**src/rtl/if_id_buf.sv**
```systemverilog
// rtl/if_id_buf.sv - instruction buffer between fetch and decode stages
module if_id_buf #(
    parameter int          DEPTH    = 4,
    parameter logic [31:0] NOP_INST = 32'h0000_0013
) (
    input  logic                       clk,
    input  logic                       rst,
    input  logic                       inst_ifu_valid_i,
    input  logic [31:0]                pc_ifu_i,
    input  logic [31:0]                inst_data_ifu_i,
    output logic                       ifu_ready_o,
    input  logic                       id_ready_i,
    input  logic                       hold_flag_i,
    input  logic                       flush_i,
    output logic                       inst_id_valid_o,
    output logic [31:0]                pc_id_o,
    output logic [31:0]                inst_data_id_o,
    output logic [$clog2(DEPTH):0]     count_o
);

    localparam int PW = $clog2(DEPTH);
    localparam int CW = PW + 1;
    localparam logic [CW-1:0] FULL_COUNT = CW'(DEPTH);

    logic [31:0]   pc_mem_q   [DEPTH];
    logic [31:0]   inst_mem_q [DEPTH];

    logic [PW-1:0] wr_ptr_q, wr_ptr_d;
    logic [PW-1:0] rd_ptr_q, rd_ptr_d;
    logic [CW-1:0] count_q,  count_d;

    logic          empty;
    logic          push;
    logic          pop;

    // Handshake qualifiers; a flush masks both sides so nothing moves that cycle
    always_comb begin
        empty           = (count_q == '0);
        ifu_ready_o     = (count_q < FULL_COUNT) && !flush_i;
        inst_id_valid_o = !empty && !hold_flag_i && !flush_i;
        push            = inst_ifu_valid_i && ifu_ready_o;
        pop             = inst_id_valid_o && id_ready_i;
    end

    // Head entry toward decode; an empty buffer presents a harmless NOP
    always_comb begin
        pc_id_o        = 32'h0;
        inst_data_id_o = NOP_INST;
        if (!empty) begin
            pc_id_o        = pc_mem_q[rd_ptr_q];
            inst_data_id_o = inst_mem_q[rd_ptr_q];
        end
    end

    // Next pointers and occupancy; power-of-two depth lets pointers wrap naturally
    always_comb begin
        wr_ptr_d = wr_ptr_q;
        rd_ptr_d = rd_ptr_q;
        count_d  = count_q;
        if (flush_i) begin
            wr_ptr_d = '0;
            rd_ptr_d = '0;
            count_d  = '0;
        end else begin
            if (push) begin
                wr_ptr_d = wr_ptr_q + PW'(1);
            end
            if (pop) begin
                rd_ptr_d = rd_ptr_q + PW'(1);
            end
            unique case ({push, pop})
                2'b10:   count_d = count_q + CW'(1);
                2'b01:   count_d = count_q - CW'(1);
                default: count_d = count_q;
            endcase
        end
    end

    // Control state; reset discards all entries and overrides every other input
    always_ff @(posedge clk) begin
        if (rst) begin
            wr_ptr_q <= '0;
            rd_ptr_q <= '0;
            count_q  <= '0;
        end else begin
            wr_ptr_q <= wr_ptr_d;
            rd_ptr_q <= rd_ptr_d;
            count_q  <= count_d;
        end
    end

    // Entry storage; contents are left as-is on reset since count gates visibility
    always_ff @(posedge clk) begin
        if (push) begin
            pc_mem_q[wr_ptr_q]   <= pc_ifu_i;
            inst_mem_q[wr_ptr_q] <= inst_data_ifu_i;
        end
    end

    assign count_o = count_q;

endmodule

```
**config.mk**
```make
export PLATFORM = sky130hd
export DESIGN_NAME = if_id_buf
export DESIGN_NICKNAME = d
export VERILOG_FILES = /design/src/rtl/if_id_buf.sv
export SDC_FILE = /design/constraint.sdc
export NUM_CORES = 1
export LEC_CHECK = 0
export CAP_MARGIN = 10
export CORE_MARGIN = 3
export CORE_UTILIZATION = 45
export CTS_CLUSTER_DIAMETER = 120
export CTS_CLUSTER_SIZE = 14
export DETAILED_ROUTE_END_ITERATION = 10
export PLACE_DENSITY = 0.68
export SYNTH_ARGS = -nofsm -noshare
export SYNTH_HDL_FRONTEND = slang
export SYNTH_SLANG_ARGS = --single-unit
```
**constraint.sdc**
```tcl
create_clock -name clk -period 3.3 [get_ports clk]
set_input_delay 0.495 -clock clk [delete_from_list [all_inputs] [get_ports clk]]
set_output_delay 0.495 -clock clk [all_outputs]
set_load 0.005 [all_outputs]
```
==> summary.txt <==
Outcome
  – Status: finished, final reports clean

Power
  – Switch share: 0.189
  – Pint: 0.00522 W
  – Worst vdd ir: 0.327 mV
  – Lkg Pwr: 3.92 nW
  – Cell area power density: 509 mW/mm^2
  – Psw: 0.00122 W
  – Total power: ~0.0064 W
  – Flop pwr share: 0.582
  – Clock power frac: 0.371
  – Comb pwr share: 0.047

Clock tree
  – Root Driver: clkbuf_16
  – Setup bufs post-CTS: 0
  – CTS clk-pin slew, worst paths: 70 ps
  – CTS tree: built
  – CTS Sinks: 265
  – Clock insertion delay at the later pin of the skew report: 500 ps
  – Resized cells post-CTS: 0
  – Cts hold-fix bufs: 0
  – H-tree levels: 1
  – Longest Clk Path Bufs: 3
  – CTS Buf Count: 22

Drt
  – Post-Route WL: 19,300 microns
  – DRT Pass-1 Iters: 4
  – Max Used Layer: met4
  – DR WL met2: 9750 microns
  – DR DRC count: 0
  – Final ANT Viol Nets: 0
  – M1 WL: between 8000 and 9000 microns
  – DR WL/cell: between 20 and 25 microns
  – DRT iter0 DRCs: 269
  – Vias per inst: between 5 and 6
  – Vias post-DR: 4,847
  – Met3 wire length: 1050 microns

STA
  – Clock Skews: 14.5 ps
  – # setup viols final: 0
  – Max Freq: 323 MHz
  – Max Slew Vio Count: 0
  – Final TNS setup: 0 ps
  – Final worst-path cycle share: 0.939
  – Min Tclk post-route: 3100 ps
  – Slew @ Worst Pin: 502 ps
  – Final hold vios: 0
  – Max_slew headroom: 0.664
  – Unrepaired setup endpoints after global routing: false

Placed design
  – Post-DP HPWL: 12,000 microns
  – GPL Wtd Cong: 0.725
  – Port-buffer cells: 138

Setup path
  – Critical path, cell by cell: buf_4, mux4_2, nor2b_1, clkdlybuf4s50_1
  – Slowest CP cell: dfxtp_4
  – WP data required: 2800 ps
  – Worst Path Buf+Inv: 2
  – CP top delay family: buffers and inverters
  – Beginning of the worst register-to-register path: count_o[2]$_SDFFE_PP0P_
  – WS Path Type: reg2out
  – Crit Path Max Fanout: 22
  – Worst endpoint data arrival time: around 2600 ps
  – Setup crit start kind: flop
  – Nature of the critical path endpoint: output port
  – Max incr delay on CP: 660 ps

Global routing
  – Largest net degree at the start of global routing: 38
  – First-pass GRT wire length: 30,300 microns
  – Initial antenna violation count: 0
  – Grt total ovfl: 0
  – Vias in the first global route: 5,362
  – Total track usage: 0.160

Final layout
  – Commonest cells after routing, fill and taps aside: edfxtp_1, clkdlybuf4s50_1, mux4_2
  – Nets: roughly 700
  – Filler cell count: roughly 1,600
  – Commonest non-fill, non-tap cell in the layout: edfxtp_1
  – Layout cell share with drive strength beyond 1: 0.180
  – Antenna Cells: 0
  – Area Overhead vs Synth: 24.3%

Floorplan
  – Die area: 0.0245 sq mm
  – Num ports: 139
  – Die Ht: 156 microns
  – Row cnt: 54
  – Initial Util: 0.462
  – Die W: approximately 160 microns
  – Core region area: 0.0220 sq mm

Flow run
  – Max-Cap Viols: 0

Yosys
  – Yosys warning total: 0
  – Syn Inst Count: between 400 and 500
  – Cell Area, Synth: 0.0102 sq mm
  – Register area share after synthesis: 0.773
  – Post-synthesis register bit count: about 270
  – Syn nets: 535
  – Count of cell types in the netlist: 27
  – Avg Cell Area, Syn: between 20 and 25 sq um

Hold path
  – Hold path startpoint: rd_ptr_q[1]$_SDFFE_PP0P_
  – Hold crit path type: reg2reg
==> path summary, 6_finish.rpt <==
check	endpoint	slack [ps]	depth (start not counted)
setup / recovery	pc_id_o[14]	200	4
setup reg to reg	count_o[2]$_SDFFE_PP0P_	910	9
hold reg to reg	flop	510	2
hold / removal	flop	510	2
==> per-stage QoR <==
stage / hold WS [ps] / area, sq um / instances / util / setup slack [ps]
floorplan: 459 / 10200 / 459 / - / 481
global placement: 462 / 12000 / 873 / 0.546 / 647
detailed placement: 506 / 12000 / 873 / 0.546 / 581
CTS: 517 / 12700 / 913 / 0.575 / 123
global route: 551 / 12700 / 913 / 0.575 / 42.0
finish: 513 / 12700 / 913 / 0.575 / 202
==> worst reg2reg max path: stages, from the launching register on <==
cell	delay, ps
dfxtp_1	500
nor3_4	60
buf_4	200
nor3_1	270
ha_1	250
inv_1	60
fa_1	370
xor2_1	160
or3_1	310
a21oi_1	140
==> kinds of logic after synthesis <==
kind of cell,count (synthesis),synth area share
xor gates and xnor gates,3,0.00258
muxes,65,0.143
AOI/OAI and AO/OA,8,0.00393
adders and majority gates,6,0.00811
DFF,265,0.773
buffers and inverters,28,0.0171
and+or+nand+nor,84,0.0531
==> sequential cells by signal (all words and copies together), names as in the netlist, named ones only <==
name	cells
rd_ptr_q	2
wr_ptr_q	2
inst_mem_q	128
pc_mem_q	128
count_o	3
==> cells in the mapped netlist <==
library cell    n  area share
nor2b_1        49       0.030
clkbuf_2        1     0.00049
buf_2           6      0.0029
nor3_4          1      0.0016
or3_1           3      0.0018
xor2_1          2      0.0017
nor3_1          2     0.00098
nand3b_1        1     0.00074
inv_1           6      0.0022
edfxtp_1      256        0.75
ha_1            5      0.0061
nand2b_1        1     0.00061
nor2_1          6      0.0022
nor3b_2         1      0.0012
clkbuf_1        7      0.0026
dfxtp_1         9       0.018
or2_2           1     0.00061
buf_6           8      0.0088
mux2i_1         1     0.00098
fa_1            1      0.0020
a21oi_1         5      0.0025
o21ai_0         3      0.0015
and2b_1        12      0.0088
and2_1          4      0.0025
mux4_2         64        0.14
or2_1           3      0.0018
xnor2_1         1     0.00086
==> layer usage <==
layer	up-vias	GRT usage
li1	2163	-
met1	2515	0.217
met2	143	0.273
met3	26	0.0321
met4	0	0.0354
met5	-	0
==> cell type report <==
type | count | area [sq um] | area share
inverters | 6 | 22.5 | 0.00178
repair buffers | 156 | 1620 | 0.128
multi-input cells | 166 | 2150 | 0.170
flip-flops and latches | 265 | 7880 | 0.622
well taps | 280 | 350 | 0.0277
clock buffers | 40 | 639 | 0.0505
==> power by group through the flow <==
stage	Sequential (W)	Clock (W)	Combinational [W]
6_report	0.00375	0.00238	0.000302
5_1_grt	0.00375	0.00257	0.000328
4_1_cts	0.00375	0.00245	0.000308
3_5_place_dp	0.00382	0	0.000306
3_3_place_gp	0.00382	0	0.000299
2_1_floorplan	0.00382	0	0.000106
Power figures use the tool's default switching activity.
